<file path="src/rtl/inertial_interface_pkg.sv">
`default_nettype none
// ============================================================================
// Package  : inertial_interface_pkg
// Brief    : Shared types and command words for the inertial sensor
//            front-end (top-level FSM states, SPI master states, init
//            write commands and read-address commands).
// Revision : 1.0 - initial release
// ============================================================================
package inertial_interface_pkg;

    // Top-level sequencing: power-up settle, four config writes, then
    // an interrupt-driven four-byte read loop.
    typedef enum logic [3:0] {
        ST_INIT_WAIT = 4'd0,
        ST_INIT1     = 4'd1,
        ST_INIT2     = 4'd2,
        ST_INIT3     = 4'd3,
        ST_INIT4     = 4'd4,
        ST_WAIT_INT  = 4'd5,
        ST_RD_PL     = 4'd6,
        ST_RD_PH     = 4'd7,
        ST_RD_AL     = 4'd8,
        ST_RD_AH     = 4'd9
    } state_t;

    // SPI master phases: front porch, SCLK low half, SCLK high half,
    // and the one-cycle done strobe after SS_n is released.
    typedef enum logic [2:0] {
        SPI_IDLE  = 3'd0,
        SPI_FRONT = 3'd1,
        SPI_LOW   = 3'd2,
        SPI_HIGH  = 3'd3,
        SPI_DONE  = 3'd4
    } spi_state_t;

    // Sensor configuration writes, issued in this order after settle.
    localparam logic [15:0] c_init_cmd1 = 16'h0D02; // INT on data ready
    localparam logic [15:0] c_init_cmd2 = 16'h1053; // accel 208Hz, +/-2g
    localparam logic [15:0] c_init_cmd3 = 16'h1150; // gyro 208Hz, 250dps
    localparam logic [15:0] c_init_cmd4 = 16'h1460; // rounding on

    // Data reads: bit15 set selects read, low byte is don't-care.
    localparam logic [15:0] c_rd_pl_cmd = 16'hA200; // pitch rate low
    localparam logic [15:0] c_rd_ph_cmd = 16'hA300; // pitch rate high
    localparam logic [15:0] c_rd_al_cmd = 16'hAC00; // Z accel low
    localparam logic [15:0] c_rd_ah_cmd = 16'hAD00; // Z accel high

endpackage
`default_nettype wire

</file>
<file path="src/rtl/inertial_interface_spi_mnrch.sv">
`default_nettype none
// ============================================================================
// Module   : SPI_mnrch
// Brief    : Generic 16-bit SPI master, mode 3 (SCLK idles high, MOSI
//            changes on falling edge, MISO sampled on rising edge), MSB
//            first. SCLK period is 2^SCLK_DIV_BITS clk cycles.
// Revision : 1.0 - initial release
// ============================================================================
module SPI_mnrch #(
    parameter int SCLK_DIV_BITS = 4
) (
    input  logic        clk,
    input  logic        rst_n,
    input  logic        wrt,
    input  logic [15:0] cmd,
    output logic        done,
    output logic [15:0] rd_data,
    output logic        SS_n,
    output logic        SCLK,
    output logic        MOSI,
    input  logic        MISO
);
    import inertial_interface_pkg::*;

    // Half-period counter: wraps naturally after 2^(SCLK_DIV_BITS-1) clks.
    localparam int                     c_half_w    = SCLK_DIV_BITS - 1;
    localparam logic [c_half_w-1:0]    c_half_last = '1;
    localparam logic [c_half_w-1:0]    c_half_one  = {{(c_half_w-1){1'b0}}, 1'b1};

    spi_state_t          r_state;
    logic [c_half_w-1:0] r_div;
    logic [4:0]          r_bit_cnt;
    logic [15:0]         r_shft;
    logic                r_miso_smpl;
    logic                r_sclk;
    logic                r_ss_n;
    logic                r_done;
    logic                w_half_end;

    assign w_half_end = (r_div == c_half_last);

    // The command shifts out of the top while response bits enter at the
    // bottom, so after 16 bits the same register holds the read data.
    assign MOSI    = r_shft[15];
    assign rd_data = r_shft;
    assign SCLK    = r_sclk;
    assign SS_n    = r_ss_n;
    assign done    = r_done;

    // Transaction sequencer: porch, 16 low/high SCLK halves, release, done.
    always_ff @(posedge clk or negedge rst_n) begin
        if (!rst_n) begin
            r_state     <= SPI_IDLE;
            r_div       <= '0;
            r_bit_cnt   <= '0;
            r_shft      <= '0;
            r_miso_smpl <= 1'b0;
            r_sclk      <= 1'b1;
            r_ss_n      <= 1'b1;
            r_done      <= 1'b0;
        end else begin
            r_done <= 1'b0;
            case (r_state)
                SPI_IDLE: begin
                    if (wrt) begin
                        r_shft    <= cmd;
                        r_ss_n    <= 1'b0;
                        r_div     <= '0;
                        r_bit_cnt <= '0;
                        r_state   <= SPI_FRONT;
                    end
                end
                // MSB is already on MOSI; wait half a period before the
                // first falling edge.
                SPI_FRONT: begin
                    r_div <= r_div + c_half_one;
                    if (w_half_end) begin
                        r_sclk  <= 1'b0;
                        r_state <= SPI_LOW;
                    end
                end
                SPI_LOW: begin
                    r_div <= r_div + c_half_one;
                    if (w_half_end) begin
                        r_sclk      <= 1'b1;
                        r_miso_smpl <= MISO;
                        r_bit_cnt   <= r_bit_cnt + 5'd1;
                        r_state     <= SPI_HIGH;
                    end
                end
                // End of each high half: shift (this is the falling edge
                // moment), or after the 16th bit release SS_n instead of
                // dropping SCLK again.
                SPI_HIGH: begin
                    r_div <= r_div + c_half_one;
                    if (w_half_end) begin
                        r_shft <= {r_shft[14:0], r_miso_smpl};
                        if (r_bit_cnt == 5'd16) begin
                            r_ss_n  <= 1'b1;
                            r_state <= SPI_DONE;
                        end else begin
                            r_sclk  <= 1'b0;
                            r_state <= SPI_LOW;
                        end
                    end
                end
                SPI_DONE: begin
                    r_done  <= 1'b1;
                    r_state <= SPI_IDLE;
                end
                default: r_state <= SPI_IDLE;
            endcase
        end
    end

endmodule
`default_nettype wire

</file>
<file path="src/rtl/inertial_interface.sv">
`default_nettype none
// ============================================================================
// Module   : inertial_interface
// Brief    : SPI front-end for the 6-axis inertial sensor. Configures the
//            sensor after a settle delay, then on each data-ready interrupt
//            reads pitch rate and Z acceleration and presents them with a
//            one-cycle vld strobe.
// Revision : 1.0 - initial release
// ============================================================================
module inertial_interface #(
    parameter int INIT_WAIT_BITS = 16,
    parameter int SCLK_DIV_BITS  = 4
) (
    input  logic        clk,
    input  logic        rst_n,
    input  logic        INT,
    input  logic        MISO,
    output logic        SS_n,
    output logic        SCLK,
    output logic        MOSI,
    output logic        vld,
    output logic [15:0] ptch_rt,
    output logic [15:0] AZ
);
    import inertial_interface_pkg::*;

    localparam logic [INIT_WAIT_BITS-1:0] c_settle_one = {{(INIT_WAIT_BITS-1){1'b0}}, 1'b1};

    state_t                    r_state;
    logic [INIT_WAIT_BITS-1:0] r_settle;
    logic                      r_int_ff1;
    logic                      r_int_sync;
    logic                      r_wrt;
    logic [15:0]               r_cmd;
    logic [7:0]                r_pl;
    logic [7:0]                r_ph;
    logic [7:0]                r_al;
    logic                      r_vld;
    logic [15:0]               r_ptch_rt;
    logic [15:0]               r_az;
    logic                      w_done;
    logic [15:0]               w_rd_data;
    logic [7:0]                w_unused_rd_hi;

    // Upper byte is what the sensor drove while the command was shifting.
    assign w_unused_rd_hi = w_rd_data[15:8];

    assign vld     = r_vld;
    assign ptch_rt = r_ptch_rt;
    assign AZ      = r_az;

    SPI_mnrch #(
        .SCLK_DIV_BITS (SCLK_DIV_BITS)
    ) u_spi (
        .clk     (clk),
        .rst_n   (rst_n),
        .wrt     (r_wrt),
        .cmd     (r_cmd),
        .done    (w_done),
        .rd_data (w_rd_data),
        .SS_n    (SS_n),
        .SCLK    (SCLK),
        .MOSI    (MOSI),
        .MISO    (MISO)
    );

    // Two-flop synchronizer for the asynchronous sensor interrupt.
    always_ff @(posedge clk or negedge rst_n) begin
        if (!rst_n) begin
            r_int_ff1  <= 1'b0;
            r_int_sync <= 1'b0;
        end else begin
            r_int_ff1  <= INT;
            r_int_sync <= r_int_ff1;
        end
    end

    // Post-reset settle counter; runs only while waiting to configure.
    always_ff @(posedge clk or negedge rst_n) begin
        if (!rst_n) begin
            r_settle <= '0;
        end else if (r_state == ST_INIT_WAIT) begin
            r_settle <= r_settle + c_settle_one;
        end
    end

    // Main sequencer: wrt is pulsed on entry to each transaction state and
    // the state advances on the SPI done strobe.
    always_ff @(posedge clk or negedge rst_n) begin
        if (!rst_n) begin
            r_state   <= ST_INIT_WAIT;
            r_wrt     <= 1'b0;
            r_cmd     <= '0;
            r_pl      <= '0;
            r_ph      <= '0;
            r_al      <= '0;
            r_vld     <= 1'b0;
            r_ptch_rt <= '0;
            r_az      <= '0;
        end else begin
            r_wrt <= 1'b0;
            r_vld <= 1'b0;
            case (r_state)
                ST_INIT_WAIT: begin
                    if (&r_settle) begin
                        r_state <= ST_INIT1;
                        r_wrt   <= 1'b1;
                        r_cmd   <= c_init_cmd1;
                    end
                end
                ST_INIT1: begin
                    if (w_done) begin
                        r_state <= ST_INIT2;
                        r_wrt   <= 1'b1;
                        r_cmd   <= c_init_cmd2;
                    end
                end
                ST_INIT2: begin
                    if (w_done) begin
                        r_state <= ST_INIT3;
                        r_wrt   <= 1'b1;
                        r_cmd   <= c_init_cmd3;
                    end
                end
                ST_INIT3: begin
                    if (w_done) begin
                        r_state <= ST_INIT4;
                        r_wrt   <= 1'b1;
                        r_cmd   <= c_init_cmd4;
                    end
                end
                ST_INIT4: begin
                    if (w_done) begin
                        r_state <= ST_WAIT_INT;
                    end
                end
                ST_WAIT_INT: begin
                    if (r_int_sync) begin
                        r_state <= ST_RD_PL;
                        r_wrt   <= 1'b1;
                        r_cmd   <= c_rd_pl_cmd;
                    end
                end
                ST_RD_PL: begin
                    if (w_done) begin
                        r_pl    <= w_rd_data[7:0];
                        r_state <= ST_RD_PH;
                        r_wrt   <= 1'b1;
                        r_cmd   <= c_rd_ph_cmd;
                    end
                end
                ST_RD_PH: begin
                    if (w_done) begin
                        r_ph    <= w_rd_data[7:0];
                        r_state <= ST_RD_AL;
                        r_wrt   <= 1'b1;
                        r_cmd   <= c_rd_al_cmd;
                    end
                end
                ST_RD_AL: begin
                    if (w_done) begin
                        r_al    <= w_rd_data[7:0];
                        r_state <= ST_RD_AH;
                        r_wrt   <= 1'b1;
                        r_cmd   <= c_rd_ah_cmd;
                    end
                end
                // The AZ high byte goes straight from the SPI data into the
                // output register, so both words appear together with vld
                // in the cycle after the final done.
                ST_RD_AH: begin
                    if (w_done) begin
                        r_ptch_rt <= {r_ph, r_pl};
                        r_az      <= {w_rd_data[7:0], r_al};
                        r_vld     <= 1'b1;
                        r_state   <= ST_WAIT_INT;
                    end
                end
                default: r_state <= ST_INIT_WAIT;
            endcase
        end
    end

endmodule
`default_nettype wire
</file>
<file path="config.mk">
export PLATFORM = sky130hd
export DESIGN_NAME = inertial_interface
export DESIGN_NICKNAME = d
export VERILOG_FILES = /design/src/rtl/inertial_interface_pkg.sv /design/src/rtl/inertial_interface_spi_mnrch.sv /design/src/rtl/inertial_interface.sv
export SDC_FILE = /design/constraint.sdc
export NUM_CORES = 1
export LEC_CHECK = 0
export BUFFER_PORTS_ARGS = -buffer_cell sky130_fd_sc_hd__buf_2
export CORE_UTILIZATION = 33
export DETAILED_ROUTE_END_ITERATION = 16
export GPL_TIMING_DRIVEN = 0
export SYNTH_ARGS = -nofsm -noshare
export SYNTH_HDL_FRONTEND = slang
export SYNTH_SLANG_ARGS = --single-unit
</file>
<file path="constraint.sdc">
create_clock -name clk -period 3.65 [get_ports clk]
set_clock_uncertainty 0.2 [all_clocks]
set_input_delay 0.5475 -clock clk [delete_from_list [all_inputs] [get_ports clk]]
set_output_delay 0.5475 -clock clk [all_outputs]
set_load 0.1 [all_outputs]
</file>
**After elaboration in Yosys (flattened, before gate mapping)**

Index checks and enable logic that the tools add are counted.

- Input port bits: 4
- Flip-flop bits (word level): 127

- Muxes and demuxes: 48
- Reduce and logical (&&, ||, !) cells: 24
- Equal/unequal tests: 30
- Add/sub/neg operators: 3

Operators with widths:

| cell | number |
|---|---|
| 16-bit two-way mux | 10 |
| 16-bit one-hot mux with 8 select lines | 1 |
| 4-bit two-way mux | 9 |
| 4-bit one-hot mux with 9 select lines | 1 |
| 16-bit one-hot mux with 2 select lines | 1 |
| 2-bit by 1-bit inequality test with 1-bit output (second input constant) | 12 |
| 3-bit two-way mux | 6 |
| 9-bit AND reduction | 2 |
| 16-bit by 1-bit adder with 16-bit output (second input constant) | 1 |
| 4-bit by 3-bit == test with 1-bit output (second input constant) | 4 |
| 16-bit AND reduction | 1 |
| 1-bit two-way mux | 12 |
| 3-bit one-hot mux with 4 select lines | 1 |
| 2-bit AND reduction | 6 |
| 5-bit two-way mux | 2 |
| 5-bit one-hot mux with 2 select lines | 1 |
| 4-bit by 2-bit == test with 1-bit output (second input constant) | 2 |
| 4-bit == test (second input constant) | 2 |
| 4-bit AND reduction | 2 |
| 8-bit nonzero test | 1 |
| 3-bit by 2-bit == test with 1-bit output (second input constant) | 2 |
| 3-bit == test (second input constant) | 2 |
| 2-bit inequality test (second input constant) | 3 |
| 1-bit one-hot mux with 3 select lines | 2 |
| other kinds (16) | 19 |

**Depth between registers and ports, before layout**

Gate-level depths: netlist of run 1.

- Depth after elaboration: 4
- Mapped depth: 7

**By module**

From an unflattened synthesis of run 1, not the netlist that was laid out.

- Cell total of the unflattened synthesis: 398
- Area, all modules: 5316.3 µm²

By module, submodules not included:

| module | area each (µm²) | times used | sequential area each (µm²) | cells an instance |
|---|---|---|---|---|
| inertial_interface | 3748.6 | 1 | 2252.2 | 272 |
| SPI_mnrch | 1567.8 | 1 | 778.2 | 126 |

**Worst setup path after synthesis of run 1**

Ideal clock, no wire load.

- Path kind: register to register
- Start: reg r_state[1]
- End: reg r_cmd[11]
- Path buffers: 2
- Clock period less this slack: 1.961 ns
- Path slack: 1.689 ns
- Cell stages (with the launch flop): 6
- Arrival time: 1.636 ns
- Data required time: 3.325 ns
- Cells stage by stage: dfrtp_1 -> buf_6 -> nor4_4 -> a41o_1 -> buf_6 -> mux2_4

- Cells in the longest elaborated chain, start to end: 3
- Elaborated cells between the ends (all ways): 19
- Those cells by class: 15 x eq/ne; 1 x mux; 3 x reduce/logical

Ends and longest elaborated chain:

| item | RTL line | source |
|---|---|---|
| start, declared | inertial_interface.sv:29 | `state_t r_state;` |
| start signal, assigned | inertial_interface.sv:91 | `r_state <= ST_INIT_WAIT;` |
| start signal, assigned | inertial_interface.sv:106 | `r_state <= ST_INIT1;` |
| start signal, assigned | inertial_interface.sv:113 | `r_state <= ST_INIT2;` |
| 4-bit == test (tied with other cells) | inertial_interface.sv:103 | `case (r_state)` |
| 8-bit nonzero test (no line) (tied with other cells) | n/a |  |
| 9-bit AND reduction (no line) | n/a |  |
| end signal, assigned | inertial_interface.sv:108 | `r_cmd <= c_init_cmd1;` |
| end signal, assigned | inertial_interface.sv:115 | `r_cmd <= c_init_cmd2;` |
| end signal, assigned | inertial_interface.sv:122 | `r_cmd <= c_init_cmd3;` |
| end, declared | inertial_interface.sv:34 | `logic [15:0] r_cmd;` |

Parallel ways exist; a longest one is shown, timed or not.
A chain may end at the register's enable or synchronous reset.

**Worst setup path in the final report of run 1**

- Start: reg u_spi.r_div[1]
- End: reg u_spi.r_shft[7], in the netlist u_spi.rd_data[7]

- Cells in the longest elaborated chain, start to end: 3

Ends and longest elaborated chain:

| item | RTL line | source |
|---|---|---|
| start, declared | inertial_interface_spi_mnrch.sv:31 | `logic [c_half_w-1:0] r_div;` |
| start signal, assigned | inertial_interface_spi_mnrch.sv:76 | `r_div <= r_div + c_half_one;` |
| start signal, assigned | inertial_interface_spi_mnrch.sv:83 | `r_div <= r_div + c_half_one;` |
| start signal, assigned | inertial_interface_spi_mnrch.sv:95 | `r_div <= r_div + c_half_one;` |
| 3-bit == test | inertial_interface_spi_mnrch.sv:40 | `assign w_half_end = (r_div == c_half_last);` |
| 2-bit by 1-bit inequality test with 1-bit output (no line) | n/a |  |
| 3-bit AND reduction (no line) | n/a |  |
| end signal, assigned | inertial_interface_spi_mnrch.sv:66 | `r_shft <= cmd;` |
| end signal, assigned | inertial_interface_spi_mnrch.sv:97 | `r_shft <= {r_shft[14:0], r_miso_smpl};` |
| end, declared | inertial_interface_spi_mnrch.sv:33 | `logic [15:0] r_shft;` |

Every way passes these cells.

==> flow_summary.ini, run 1 <==
[status]
status = completed

[synthesis]
synth_area_leaders = dfrtp_1, mux2_2, mux2i_1, nor2_1, a21oi_1
ys_types = 48
synth_area_um2 = 5160
synthesis.nets = 416
ys.flop_type = dfrtp_1
netlist_instances = 407
yosysSeqAreaShare_pct = 58.7
yosys_register_bits = 121
syn_avg_cell_area_um2 = 12.7
synthArstFlopShare_pct = 100
synth_edf_count = 0
yosys_warnings = 0
synth.largest_area_cell = dfrtp_1
synth_top_area_share_pct = 57.7

[detailed_routing]
drt_pre_antenna_iters = 4
wirelength_mm = 9.82
ant_nets = 0
drcViolationCount = 0
wire_per_inst_um = 14.2
drt-vias-per-instance = 4.77
vias = 3293
drt_iter0_markers = 185

[floorplan]
initial_core_util_pct = 33.8
die_area_um2 = 16200
die_w_um = 127
io_pins = 40
die_h_um = 127
core-area_um2 = 15300
rows = 45

[power]
p_int_mw = 2.45
power.density_nw_per_um2 = 491
vdd_ir_drop_max_mv = 0.339
p_clk_share_pct = 55.4
power.net_switching_mw = 0.637
netSwitchingFraction_pct = 20.7
combPwrFrac_pct = 1.0
p_leak_nw = 3.00
seqPwrFrac_pct = 43.6

[critical_path]
critPathRequiredTime_ns = 3.79
crit_chain = ha_1 > ha_1 > and3_1 > o21a_1 > buf_1 > nand3_1 > o21ai_0
cp-start-kind = flip-flop
crit_path_start = u_spi.r_div[1]$_DFFE_PN0P_
critPathSlowestCell = buf_1
reg2reg_from = u_spi.r_div[1]$_DFFE_PN0P_
crit_type = reg2reg
crit_arrival_ns = 2.30
cpPeakStageDelay_ns = 0.42
cp-end-kind = flip-flop
cp_common_cell = ha_1
crit_fanout = 10

[timing]
setup_tns_ns = 0
clock.fmax_mhz = 462
hold_viol_final = 0
worstMarginPinSlew_ns = 0.581
period_needed_ns = 2.16
setup_ws_ns = 1.49
rsz0062_at_grt = no
timing.final.crit_share_pct = 59.3
maxSlewHeadroom_pct = 61.2
slew_viol_final = 0
setup_viol = 0
hold_ws_ns = 0.0418

[grt]
overflow = 0
antenna_found_initial = 0
grt_pass1_wl_mm = 17.2
gr-usage-all-layers_pct = 13.7
grt_pass1_vias = 3350
grt_max_degree = 86

[cts]
insertion_delay_ns = 0.42
cts.root.buffer_cell = clkbuf_16
cts_hold_buf = 1
htree_levels = 4
clock-sinks = 121
cts.path.max_buffers = 2
cts.clk_slew.worst_paths_ns = 0.05
cts_setup_buffers = 0
cts_buffers = 17
ctsResizeCount = 0
cts_tree = yes

[placement]
gp_congestion = 0.745
port_buffers = 39
dpl.cell_count = 658
preCtsSetupSlack_ns = 1.49
dpl.hpwl_mm = 6.58

[layout]
drive_above_1_share_pct = 32.3
area_growth_pct = 21.6
fillCellCount = 1464
fin_nets = 476
final_cells = 691
antenna_cells = 0

[run]
cap_viol_max_count = 0

[hold_path]
hold_path_startpoint = INT
holdCritPathClass = in2reg
-- stage by stage --
| stage | total power, mW | utilization, % | area (um2) |
|---|---|---|---|
| 2_1_floorplan | 1.37 | - | 5160 |
| 3_3_place_gp | 1.40 | 36.9 | 5620 |
| 3_5_place_dp | 1.40 | 37.1 | 5660 |
| 4_1_cts | 3.12 | 41.2 | 6280 |
| 5_1_grt | 3.18 | 41.2 | 6280 |
| 6_report | 3.08 | 41.2 | 6280 |
-- critical path, delay by kind of cell (launching register included) --
kind	cells	cell delay [ns]
AOI/OAI and AO/OA	2	0.34
and+or+nand+nor	2	0.33
buffers and inverters	1	0.42
DFF	1	0.36
adders and majority gates	2	0.43
-- area by class of cell --
class                           instances  area, um2  share of cell area [%]
Sequential cell                       121       3030                    48.3
Multi-Input combinational cell        252       1960                    31.2
Clock buffer                           19        443                    7.05
Tap cell                              211        264                    4.20
Timing Repair Buffer                   41        239                    3.81
Clock inverter                         13        169                    2.69
Buffer                                 20        120                    1.91
Inverter                               14       52.6                   0.837
-- state kept, by name, indices dropped and copies added (netlist names) --
signal,cells
r_cmd,10
r_int_sync,1
u_spi.rd_data,16
r_pl,8
r_ph,8
u_spi.SCLK,1
u_spi.r_miso_smpl,1
r_al,8
vld,1
u_spi.SS_n,1
r_wrt,1
u_spi.r_state,3
AZ,16
r_int_ff1,1
r_state,4
u_spi.r_div,3
ptch_rt,16
u_spi.done,1
r_settle,16
u_spi.r_bit_cnt,5
-- path summary, 6_finish.rpt --
check	endpoint	slack, ns	cells past startpoint
setup / recovery	u_spi.rd_data[7]$_DFFE_PN0P_	1.49	7
hold / removal	r_int_ff1$_DFF_PN0_	0.04	1
setup reg to reg	u_spi.rd_data[7]$_DFFE_PN0P_	1.49	7
hold reg to reg	r_int_sync$_DFF_PN0_	0.15	0
max in group asynchronous	u_spi.SS_n$_DFFE_PN1P_	2.11	3
min in group asynchronous	AZ[1]$_DFFE_PN0P_	0.38	2
-- cells in the final DEF (no fill, tap or decap), types with 3 or more instances in the layout --
| cell | n |
|---|---|
| clkbuf_16 | 17 |
| bufinv_16 | 3 |
| dfrtp_1 | 119 |
| and3_1 | 5 |
| a21oi_1 | 22 |
| o21ai_0 | 12 |
| ha_1 | 5 |
| xor2_1 | 7 |
| mux2_1 | 4 |
| clkinv_4 | 5 |
| mux2_2 | 54 |
| clkbuf_1 | 8 |
| mux2i_1 | 12 |
| nand4_1 | 8 |
| nand3_1 | 10 |
| nor2b_1 | 3 |
| nor3b_1 | 4 |
| nor3_1 | 6 |
| nor2_1 | 31 |
| nand2_1 | 17 |
| buf_2 | 44 |
| inv_1 | 14 |
| xnor2_1 | 12 |
| o22ai_1 | 3 |
| mux2_4 | 5 |
| buf_6 | 6 |
-- power groups by stage --
stage               logic [mW]  clock network (mW)  registers [mW]
finish                  0.0310                1.71            1.34
CTS                     0.0340                1.75            1.34
detailed placement      0.0328                   0            1.37
floorplan            0.0000616                   0            1.37
global route            0.0372                1.80            1.34
global placement        0.0274                   0            1.37
-- cells in the mapped netlist, types with 3 or more instances --
master / n
and3_1: 5
nand2_1: 17
ha_1: 5
mux2_4: 5
dfrtp_1: 119
buf_6: 5
nor2_1: 31
inv_1: 14
o21ai_0: 12
xnor2_1: 12
buf_2: 6
nand3_1: 10
a21oi_1: 22
xor2_1: 7
mux2_1: 4
o22ai_1: 3
mux2i_1: 12
nand4_1: 8
nor3_1: 6
nor3b_1: 4
mux2_2: 54
clkbuf_1: 7
nor2b_1: 3
-- kinds of logic (layout without fill, tap and decap cells) --
group	count (synthesis)	in the layout	synth area share (%)
XOR/XNOR	19	19	3.22
AND/OR/NAND/NOR	101	101	11.1
AO/OA/AOI/OAI	52	52	6.01
multiplexers	75	75	16.4
buffers and inverters	34	107	3.34
flip-flops	121	121	58.7
adder cells (fa/ha/maj)	5	5	1.21
-- routing by layer --
metal  routed length, um  GRT usage (%)
met1                4640           17.9
met2                4670           21.2
met3                 375           3.89
met4                 146           6.16
met5                   0              0
(Power assumes the default switching activity.)
==> run 2, diff against run 1 <==
==> constraint.sdc (replaced) <==
create_clock -name clk -period 2.15 [get_ports clk]
set_clock_uncertainty 0.2 [all_clocks]
set_input_delay 0.3225 -clock clk [delete_from_list [all_inputs] [get_ports clk]]
set_output_delay 0.3225 -clock clk [all_outputs]
set_load 0.1 [all_outputs]
==> run 2 against run 1 <==
  * Register-to-register slack lost 1.4 ns
  * Maximum frequency grew 5.5%
  * Die area is the same
  * Critical path type unchanged
  * Largest cell class unchanged
==> flow_summary.ini, run 2 (synthesis gave the netlist of run 1 again) <==
[layout]
final_core_util_pct = 41.6
multi_input_area_um2 = 1990
area_growth_pct = 22.8
most-common-layout-cells = dfrtp_1, mux2_2, buf_2
layout_commonest_cell = dfrtp_1
fin_nets = 479
drive_above_1_share_pct = 33.7
register_area_um2 = 3030
antenna_cells = 0
fillCellCount = 1456

[power]
vdd_ir_drop_max_mv = 0.578
p_total_mw = 5.23
power.density_nw_per_um2 = 825
p_leak_nw = 3.03

[run]
cap_viol_max_count = 0

[grt]
grt_pass1_wl_mm = 17.2
antenna_found_initial = 0
grt_pass1_vias = 3355
gr-usage-all-layers_pct = 13.7
grt_max_degree = 86
overflow = 0

[detailed_routing]
drt-vias-per-instance = 4.73
vias = 3282
drt_pre_antenna_iters = 4
drcViolationCount = 0
wirelength_mm = 9.85
wire_per_inst_um = 14.2
ant_nets = 0
drt_iter0_markers = 199

[timing]
worstMarginPinSlew_ns = 0.584
clock.fmax_mhz = 488
setup_tns_ns = 0
period_needed_ns = 2.05
maxSlewHeadroom_pct = 61.0
setup_ws_ns = 0.101
hold_ws_ns = 0.151
slew_viol_final = 0
hold_viol_final = 0
timing.final.crit_share_pct = 95.3
setup_viol = 0

[critical_path]
ff2ff_path_depth = 7
crit_chain = ha_1 > ha_1 > and3_1 > o21a_1 > buf_2 > nand3_1 > o21ai_0
critPathRequiredTime_ns = 2.25
crit_cells = 7
cpPeakStageDelay_ns = 0.38
timing.reg2reg.setup_slack_ns = 0.10
cp-start-kind = flip-flop
crit_family = adder cells
r2r-end = u_spi.rd_data[7]$_DFFE_PN0P_
cp-end-kind = flip-flop
reg2reg_from = u_spi.r_div[0]$_DFFE_PN0P_
crit_fanout = 10
crit_type = reg2reg
path_buf_inv = 1
critPathSlowestCell = dfrtp_1
crit_path_end = u_spi.rd_data[7]$_DFFE_PN0P_
crit_path_start = u_spi.r_div[0]$_DFFE_PN0P_
crit_arrival_ns = 2.14
cp_common_cell = ha_1

[floorplan]
io_pins = 40
die_h_um = 127
die_w_um = 127
die_area_um2 = 16200
core-area_um2 = 15300
rows = 45
initial_core_util_pct = 33.8

[cts]
cts.path.max_buffers = 2
cts_buffers = 17
insertion_delay_ns = 0.41
cts.clk_slew.worst_paths_ns = 0.05
cts_tree = yes
htree_levels = 4
clock-sinks = 121
cts.root.buffer_cell = clkbuf_16

[hold_path]
holdCritPathClass = reg2reg

[placement]
dpl.hpwl_mm = 6.58
gp_congestion = 0.745
preCtsSetupSlack_ns = -0.0110
port_buffers = 39

[status]
status = completed
## run 2: cell types whose count changed in the layout (fill, tap and decap cells not counted), moves of 2 or more
cell           change
dlygate4sd3_1      +2
nor3_2             +2
clkbuf_2           +2
buf_1              -2
clkbuf_4           +2
nor3_1             -2
## run 2: through the flow
step	instances	instance area, um2
after detailed placement	658	5660
after global routing	694	6340
after floorplan	407	5160
final	694	6340
after global placement	657	5620
after CTS	693	6300
## run 2: power breakdown
part	total [mW]	switching [mW]	internal, mW
clock network	2.89	1.03	1.86
logic	0.0553	0.0434	0.0119
registers	2.28	0.000907	2.28
## run 2: how the worst min path moves through the flow
| stage | startpoint | endpoint | slack (ns) | depth (start not counted) |
|---|---|---|---|---|
| 2_1_floorplan | rst_n | AZ[0]$_DFFE_PN0P_ | -0.17 | 0 |
| 3_5_place_dp | rst_n | AZ[6]$_DFFE_PN0P_ | 0.04 | 1 |
| 3_3_place_gp | r_int_ff1$_DFF_PN0_ | r_int_sync$_DFF_PN0_ | 0.14 | 0 |
| 4_1_cts | r_int_ff1$_DFF_PN0_ | r_int_sync$_DFF_PN0_ | 0.15 | 0 |
| 5_1_grt | r_int_ff1$_DFF_PN0_ | r_int_sync$_DFF_PN0_ | 0.16 | 0 |
| 6_report | r_int_ff1$_DFF_PN0_ | r_int_sync$_DFF_PN0_ | 0.15 | 0 |
## run 2: timing repair
item / 4_1_cts / 5_1_grt
pin swaps: 0 / 1
buffers inserted: 0 / 1
endpoints found under the hold margin: 38 / 0
hold buffers: 3 / 0
setup endpoints to repair: 5 / 57
resized for setup: 1 / 10
gates cloned: 0 / 0
## run 2: final cells by class
class	count	share of cell area, %
Tap cell	211	4.16
Sequential cell	121	47.8
Clock inverter	13	2.66
Clock buffer	19	6.98
Timing Repair Buffer	44	4.20
Inverter	14	0.828
Buffer	20	2.03
Multi-Input combinational cell	252	31.4
## run 2: layer usage
metal / GRT usage (%) / wire length [um] / vias to the layer above
li1: - / - / 1556
met1: 18.0 / 4650 / 1643
met2: 21.2 / 4650 / 66
met3: 3.85 / 404 / 17
met4: 6.16 / 149 / 0
met5: 0 / 0 / -
==> run 3, diff against run 2 <==
==> constraint.sdc (replaced) <==
create_clock -name clk -period 2.2 [get_ports clk]
set_clock_uncertainty 0.2 [all_clocks]
set_input_delay 0.33 -clock clk [delete_from_list [all_inputs] [get_ports clk]]
set_output_delay 0.33 -clock clk [all_outputs]
set_load 0.1 [all_outputs]
==> run 3 against run 2 <==
  * Sequential cell count did not move
  * Register-to-register slack hardly changed
  * Critical endpoint unchanged
  * Die area unchanged
==> flow_summary.ini, run 3 (synthesis gave the netlist of run 1 again) <==
[status]
status = completed

[layout]
layout_commonest_cell = dfrtp_1
final_core_util_pct = 41.5
fin_nets = 479
area_growth_pct = 22.7
final_cells = 694
fillCellCount = 1455
drive_above_1_share_pct = 33.5
antenna_cells = 0
fin_area_um2 = 6340
most-common-layout-cells = dfrtp_1, mux2_2, buf_2

[floorplan]
rows = 45
initial_core_util_pct = 33.8
die_area_um2 = 16200
die_w_um = 127
core-area_um2 = 15300
die_h_um = 127
io_pins = 40

[critical_path]
crit_cells = 7
crit_chain = ha_1 > ha_1 > and3_1 > o21a_1 > clkbuf_2 > nand3_1 > o21ai_0
critPathRequiredTime_ns = 2.29
cp-end-kind = flip-flop
cpPeakStageDelay_ns = 0.38
crit_arrival_ns = 2.18
ff2ff_path_depth = 7
crit_family = adder cells
critPathSlowestCell = dfrtp_1
cp_common_cell = ha_1
path_buf_inv = 1
crit_type = reg2reg
crit_fanout = 10
cp-start-kind = flip-flop

[cts]
clock-sinks = 121
insertion_delay_ns = 0.41
cts.clk_slew.worst_paths_ns = 0.05
cts_tree = yes
htree_levels = 4
cts_buffers = 17
cts.root.buffer_cell = clkbuf_16
cts.path.max_buffers = 2

[detailed_routing]
ant_nets = 0
wire_per_inst_um = 14.2
drt-vias-per-instance = 4.80
drcViolationCount = 0
vias = 3331
wirelength_mm = 9.86
drt_iter0_markers = 254
drt_pre_antenna_iters = 4

[placement]
dpl.cell_count = 658
preCtsSetupSlack_ns = 0.0390
port_buffers = 39
dpl.hpwl_mm = 6.58
gp_congestion = 0.745
post_dp_cell_area_um2 = 5660

[grt]
met3_usage_pct = 3.85
grt_pass1_wl_mm = 17.2
grtUsageMet2_pct = 21.2
overflow = 0
antenna_found_initial = 0
gr-usage-all-layers_pct = 13.7
grt_pass1_vias = 3355
met1_usage_pct = 18.0
grt_max_degree = 86
busiest_layer = met2

[timing]
setup_tns_ns = 0
maxSlewHeadroom_pct = 60.6
setup_viol = 0
timing.final.crit_share_pct = 94.9
rsz0062_at_grt = no
slew_viol_final = 0
hold_viol_final = 0
clock.fmax_mhz = 479
worstMarginPinSlew_ns = 0.591
hold_ws_ns = 0.150
setup_ws_ns = 0.113
period_needed_ns = 2.09

[hold_path]
holdCritPathClass = reg2reg
hold_depth = 0

[power]
p_total_mw = 5.11
vdd_ir_drop_max_mv = 0.554
power.density_nw_per_um2 = 807
p_leak_nw = 3.03

[run]
cap_viol_max_count = 0
## run 3: cell types whose count changed in the layout (fill, tap and decap cells not counted)
cell,change
clkbuf_2,+1
clkbuf_4,-1
nor3_1,+1
nor3_2,-1
## run 3: repair_timing
item                       4_1_cts  5_1_grt
buffers inserted                 0        1
resized for setup                0        9
hold endpoints to repair        38        0
hold buffers                     3        0
setup endpoints to repair        0       53
## run 3: worst reg2reg max path: stages, from the launching register on
cell      delay, ns
dfrtp_1        0.38
ha_1           0.20
ha_1           0.27
and3_1         0.22
o21a_1         0.26
clkbuf_2       0.23
nand3_1        0.12
o21ai_0        0.08
## run 3: path summary, 6_finish.rpt
| kind | from | to | slack, ns |
|---|---|---|---|
| max in group asynchronous | rst_n | u_spi.SS_n$_DFFE_PN1P_ | 0.88 |
| min in group asynchronous | rst_n | AZ[1]$_DFFE_PN0P_ | 0.18 |
| setup / recovery | u_spi.r_div[0]$_DFFE_PN0P_ | u_spi.rd_data[7]$_DFFE_PN0P_ | 0.11 |
| setup reg to reg | u_spi.r_div[0]$_DFFE_PN0P_ | u_spi.rd_data[7]$_DFFE_PN0P_ | 0.11 |
| hold reg to reg | r_int_ff1$_DFF_PN0_ | r_int_sync$_DFF_PN0_ | 0.15 |
| hold / removal | r_int_ff1$_DFF_PN0_ | r_int_sync$_DFF_PN0_ | 0.15 |
## run 3: final cells by class
cell class                      instances  area, um2  share of cell area (%)
Buffer                                 20        126                    1.99
Sequential cell                       121       3030                    47.8
Timing Repair Buffer                   44        267                    4.21
Inverter                               14       52.6                   0.829
Clock buffer                           19        443                    6.99
Multi-Input combinational cell        252       1980                    31.3
Clock inverter                         13        169                    2.67
Tap cell                              211        264                    4.17
## run 3: power breakdown
part | internal (mW) | switching, mW | total (mW)
clock network | 1.82 | 1.01 | 2.83
logic | 0.0116 | 0.0425 | 0.0541
registers | 2.23 | 0.000931 | 2.23
total | 4.06 | 1.05 | 5.11
## run 3: layer usage
layer | part of all wire, % | vias up | wire length [um]
met3 | 4.8 | 21 | 473
met5 | 0 | - | 0
met1 | 46 | 1661 | 4560
met2 | 47 | 86 | 4660
li1 | - | 1563 | -
met4 | 1.6 | 0 | 155
